--- config.mk ---
export PLATFORM = sky130hd
export DESIGN_NAME = bit_scan_sequencer
export DESIGN_NICKNAME = d
export VERILOG_FILES = /design/src/rtl/bit_scan_pkg.sv /design/src/rtl/bit_scan_counter.sv /design/src/rtl/bit_scan_sequencer.sv
export SDC_FILE = /design/constraint.sdc
export NUM_CORES = 1
export LEC_CHECK = 0
export ABC_AREA = 1
export BUFFER_PORTS_ARGS = -buffer_cell sky130_fd_sc_hd__buf_2
export CORE_MARGIN = 2
export CORE_UTILIZATION = 45
export DETAILED_ROUTE_END_ITERATION = 10
export PLACE_DENSITY = 0.69
export SYNTH_ARGS = -nofsm -noshare
export SYNTH_HDL_FRONTEND = slang
export SYNTH_HIERARCHICAL = 1
export SYNTH_SLANG_ARGS = --single-unit
--- constraint.sdc ---
create_clock -name CLK -period 1.4 [get_ports CLK]
set_input_delay 0.14 -clock CLK [delete_from_list [all_inputs] [get_ports CLK]]
set_output_delay 0.14 -clock CLK [all_outputs]
set_load 0.01 [all_outputs]
--- src/rtl/bit_scan_pkg.sv ---
// Shared types and defaults for the bit-scan sequencer and its index counter.
package bit_scan_pkg;
  typedef enum logic [1:0] {IDLE, SCAN, DONE} scan_state_t;
  localparam int SCAN_WIDTH_DEFAULT = 8;
endpackage

--- src/rtl/bit_scan_counter.sv ---
// Index counter driving the bit-select stage; flags the final index of a scan.
// Clear wins over increment; the count never wraps on its own because the FSM clears it at the last index.
module bit_scan_counter #(
  parameter int WIDTH = 8,
  parameter int IDX_W = $clog2(WIDTH)
) (
  input  logic             clk_i,
  input  logic             rst_ni,
  input  logic             clr_i,
  input  logic             inc_i,
  output logic [IDX_W-1:0] idx_o,
  output logic             last_o
);
  localparam logic [IDX_W-1:0] LAST_IDX = IDX_W'(WIDTH - 1);

  logic [IDX_W-1:0] idx_q, idx_d;

  always_comb begin
    idx_d = idx_q;
    if (clr_i) begin
      idx_d = '0;
    end else if (inc_i) begin
      idx_d = idx_q + IDX_W'(1);
    end
  end

  always_ff @(posedge clk_i or negedge rst_ni) begin
    if (!rst_ni) begin
      idx_q <= '0;
    end else begin
      idx_q <= idx_d;
    end
  end

  assign idx_o  = idx_q;
  assign last_o = (idx_q == LAST_IDX);
endmodule

--- src/rtl/bit_scan_sequencer.sv ---
// Scans index 0..WIDTH-1 into a bit-select stage, rebuilds the word and offers it on valid/ready.
// Optional registered parity output when BIT_SCAN_PARITY_EN is defined.
module bit_scan_sequencer
  import bit_scan_pkg::*;
#(
  parameter int WIDTH = SCAN_WIDTH_DEFAULT,
  parameter int IDX_W = $clog2(WIDTH)
) (
  input  logic             CLK,
  input  logic             ASYNCRESETN,
  input  logic             start,
  output logic             busy,
  output logic [IDX_W-1:0] index,
  input  logic             bit_in,
  output logic [WIDTH-1:0] data_out,
  output logic             valid,
  input  logic             ready
`ifdef BIT_SCAN_PARITY_EN
  ,
  output logic             parity
`endif
);
  scan_state_t      state_q, state_d;
  logic [WIDTH-1:0] data_q, data_d;
  logic             cnt_clr, cnt_inc, cnt_last;

  bit_scan_counter #(
    .WIDTH(WIDTH),
    .IDX_W(IDX_W)
  ) u_counter (
    .clk_i (CLK),
    .rst_ni(ASYNCRESETN),
    .clr_i (cnt_clr),
    .inc_i (cnt_inc),
    .idx_o (index),
    .last_o(cnt_last)
  );

  always_comb begin
    state_d = state_q;
    data_d  = data_q;
    cnt_clr = 1'b0;
    cnt_inc = 1'b0;
    case (state_q)
      IDLE: begin
        if (start) begin
          state_d = SCAN;
          data_d  = '0;
          cnt_clr = 1'b1;
        end
      end
      SCAN: begin
        data_d[index] = bit_in;
        if (cnt_last) begin
          state_d = DONE;
          cnt_clr = 1'b1;
        end else begin
          cnt_inc = 1'b1;
        end
      end
      DONE: begin
        // A start coinciding with the handshake chains straight into the next scan.
        if (ready) begin
          if (start) begin
            state_d = SCAN;
            data_d  = '0;
            cnt_clr = 1'b1;
          end else begin
            state_d = IDLE;
          end
        end
      end
      default: state_d = IDLE;
    endcase
  end

  always_ff @(posedge CLK or negedge ASYNCRESETN) begin
    if (!ASYNCRESETN) begin
      state_q <= IDLE;
      data_q  <= '0;
    end else begin
      state_q <= state_d;
      data_q  <= data_d;
    end
  end

  assign busy     = (state_q == SCAN);
  assign valid    = (state_q == DONE);
  assign data_out = data_q;

`ifdef BIT_SCAN_PARITY_EN
  logic parity_q;

  always_ff @(posedge CLK or negedge ASYNCRESETN) begin
    if (!ASYNCRESETN) begin
      parity_q <= 1'b0;
    end else begin
      parity_q <= ^data_d;
    end
  end

  assign parity = parity_q;
`endif
endmodule

==> impl_metrics.toml <==
[status]
run_status = "complete, no violations"

[cts]
cts.repair_timing.setup_buffer_count = 0
cts.sinks = 13
clk_root_buffer_cell = "sky130_fd_sc_hd__clkbuf_4"
tritoncts = "done"
num_cts_buffers = 3
worst_skew_pair.late_latency_ps = 280
clock_tree.htree_level_count = 1
clock_pin_slew_reported_for_the_worst_setup_and_hold_paths_after_clock_tree_synthesis_ps = 100
cts.path.max_buffers = 2

[logic_synthesis]
synth-seq-cells = 13
netlist-cell-type-count = 17
synth.yosys.seq_area_share_pct = 42.7
yosys_warnings = 6
syn_area_per_cell_sq_um = 7.54
syn-cell-area_sq_um = 762
synthCells = 101
synth_fp_nets = 108

[routing]
dr.pass1.iters = 4
route.vias.total = 730
post_drt_wl_per_cell_um = 11.8
postRouteAntennaNets = 0
drc = 0
dr.first_iter.drc_count = 28
route.final.wire_length_um = 1640
route.detailed.vias_per_inst = 5.25

[worst_setup_path]
required_ps = 1260
worst-path-max-fanout = 10
critPathKind = "reg2out"
worstSetupEndpointType = "primary output"
r2r_cells = 7
r2r_slack_ps = 100
setup_crit_start_kind = "flip-flop"
reg2reg_from = "u_counter/idx_o[1]"
cp.arrival_ps = 1190
regToRegEndpoint = "u_counter/idx_o[0]"

[timing]
min_period_ps = 1330
finalCritPeriodShare_pct = 95.1
worst-slew-pin-transition_ps = 288
setup-violations-final = 0
worst_slack_ps = 69.0
slew_headroom_pct = 80.8
fmaxAchievable_mhz = 751
hold_viol = 0
number_of_pins_exceeding_their_max_slew_limit_in_the_final_report = 0
grt_setup_unrepaired = "false"
tns_ps = 0
worst_clock_skew_ps = 14.7

[die]
die_h_um = 45.2
core_region_area_sq_um = 1540
die_width_um = 45.2
site_row_count = 14
die-area_sq_um = 2040
initial_core_util_pct = 49.4
io_pins = 18

[placement]
gp_routability_congestion = 0.788
dp_cells = 134
detailedPlace.worstSlack_ps = 4.99
place.port_buffers = 17
dp.final_hpwl_um = 1130

[hold_path]
hold_path.class = "in2reg"
hold-path-endpoint = "state_q[0]"
hold_path_startpoint = "start"
timing.hold.worst_path_depth = 3

[cells_and_area]
areaGrowthSynthToFinish_pct = 21.8
finish.cell_count_without_fillers = 139
sequential_cell_area_sq_um = 327
num-fill-cells = 146
mostFrequentLayoutCells = "37 x sky130_fd_sc_hd__nand2_1, 20 x sky130_fd_sc_hd__nand3_1, 17 x sky130_fd_sc_hd__buf_2"
insertedDiodeCount = 0
most_frequent_standard_cell_in_the_layout_excluding_fill_and_tap_cells = "sky130_fd_sc_hd__nand2_1"
net_count_of_the_finished_layout = 131
share_of_cells_above_drive_strength_1_pct = 31.7
multiInputGateArea_sq_um = 399

[pwr]
power_leakage_nw = 0.538
power.density_cell_area_nw_per_um2 = 2280
vdd_ir_drop_max_mv = 1.17

[run]
drv_cap = 0

[global_routing]
first_global_vias = 630
antenna_found_initial = 0
globalRoute.totalOverflow = 0
first_pass_grt_wire_length_um = 2730
maximum_number_of_pins_on_one_net_before_global_route_repair = 14
overall_fraction_of_global_route_tracks_in_use_pct = 18.3
[logic make-up (layout without fill, tap and decap cells)]
group | after synthesis | after routing | synth area share, %
DFF | 13 | 13 | 42.7
and+or+nand+nor | 71 | 71 | 44.5
adders and majority gates | 2 | 2 | 3.28
AOI/OAI and AO/OA | 2 | 2 | 1.64
buffers and inverters | 13 | 35 | 7.88
[sequential cells by signal, summed over array words and instances, names as in the netlist]
name             cells
state_q              2
data_out             8
u_counter/idx_o      3
[worst max-delay path: stages (launching register included)]
cell and delay, ps:
sky130_fd_sc_hd__dfrtp_2 460, sky130_fd_sc_hd__nand2_4 130, sky130_fd_sc_hd__clkinv_2 140, sky130_fd_sc_hd__buf_2 170
[synth_stat cells]
library cell,instances,share of area [%]
sky130_fd_sc_hd__nand2_4,2,3.0
sky130_fd_sc_hd__dfrtp_1,13,43
sky130_fd_sc_hd__inv_2,3,1.5
sky130_fd_sc_hd__nand2_2,1,0.82
sky130_fd_sc_hd__inv_1,6,3.0
sky130_fd_sc_hd__nor2_1,1,0.49
sky130_fd_sc_hd__ha_1,2,3.3
sky130_fd_sc_hd__a22oi_1,1,0.99
sky130_fd_sc_hd__nor2_2,3,2.5
sky130_fd_sc_hd__buf_6,1,1.5
sky130_fd_sc_hd__nand2_1,37,18
sky130_fd_sc_hd__o21ai_1,1,0.66
sky130_fd_sc_hd__nand4_1,6,4.9
sky130_fd_sc_hd__nor2_4,1,1.5
sky130_fd_sc_hd__buf_2,2,1.3
sky130_fd_sc_hd__nand3_1,20,13
sky130_fd_sc_hd__clkinv_2,1,0.66
[where the power goes]
| part | total (mW) | internal [mW] | switching, mW | leakage [nW] |
|---|---|---|---|---|
| Sequential | 0.635 | 0.536 | 0.0989 | 0.168 |
| Clock | 0.242 | 0.110 | 0.131 | 0.0150 |
| Combinational | 1.24 | 0.458 | 0.777 | 0.355 |
| Total | 2.11 | 1.10 | 1.01 | 0.538 |
[routing by layer]
metal / vias up / GRT usage (%) / routed length, um / share of wire [%]
li1: 375 / - / - / -
met1: 329 / 25.4 / 761 / 46
met2: 22 / 28.0 / 758 / 46
met3: 4 / 2.80 / 103 / 6.3
met4: 0 / 8.24 / 18 / 1.1
met5: - / 0 / 0 / 0
[final cells by class]
type,instances,share of cell area (%)
well taps,16,2.16
inverters,10,4.18
clock buffers,4,2.83
flip-flops and latches,13,35.2
multi-input cells,75,43.0
repair buffers,21,12.7
[how the worst max path moves through the flow]
stage,end,slack [ps],startpoint,cells past startpoint
3_3_place_gp,u_counter/idx_o[1],50,u_counter/idx_o[1],7
5_1_grt,busy,4,state_q[0],3
3_5_place_dp,u_counter/idx_o[0],5,u_counter/idx_o[1],7
4_1_cts,u_counter/idx_o[1],20,u_counter/idx_o[1],7
6_report,busy,70,state_q[0],3
2_1_floorplan,u_counter/idx_o[2],20,u_counter/idx_o[0],7
[through the flow]
stage | hold slack, ps | instance area [sq um] | utilization (%) | total power [mW]
after floorplan | -156 | 762 | - | 1.48
final | 169 | 928 | 60.2 | 2.11
after global placement | 45.6 | 868 | 56.3 | 1.79
after CTS | 180 | 912 | 59.2 | 2.09
after global routing | 196 | 928 | 60.2 | 2.29
after detailed placement | 47.5 | 868 | 56.3 | 1.82
[repair_timing]
action,CTS,global route
hold buffers,1,0
endpoints found under the hold margin,13,0
pin swaps,0,1
resized for setup,2,4
setup endpoints to repair,3,4
No activity file was read; power rests on OpenSTA's default activity.
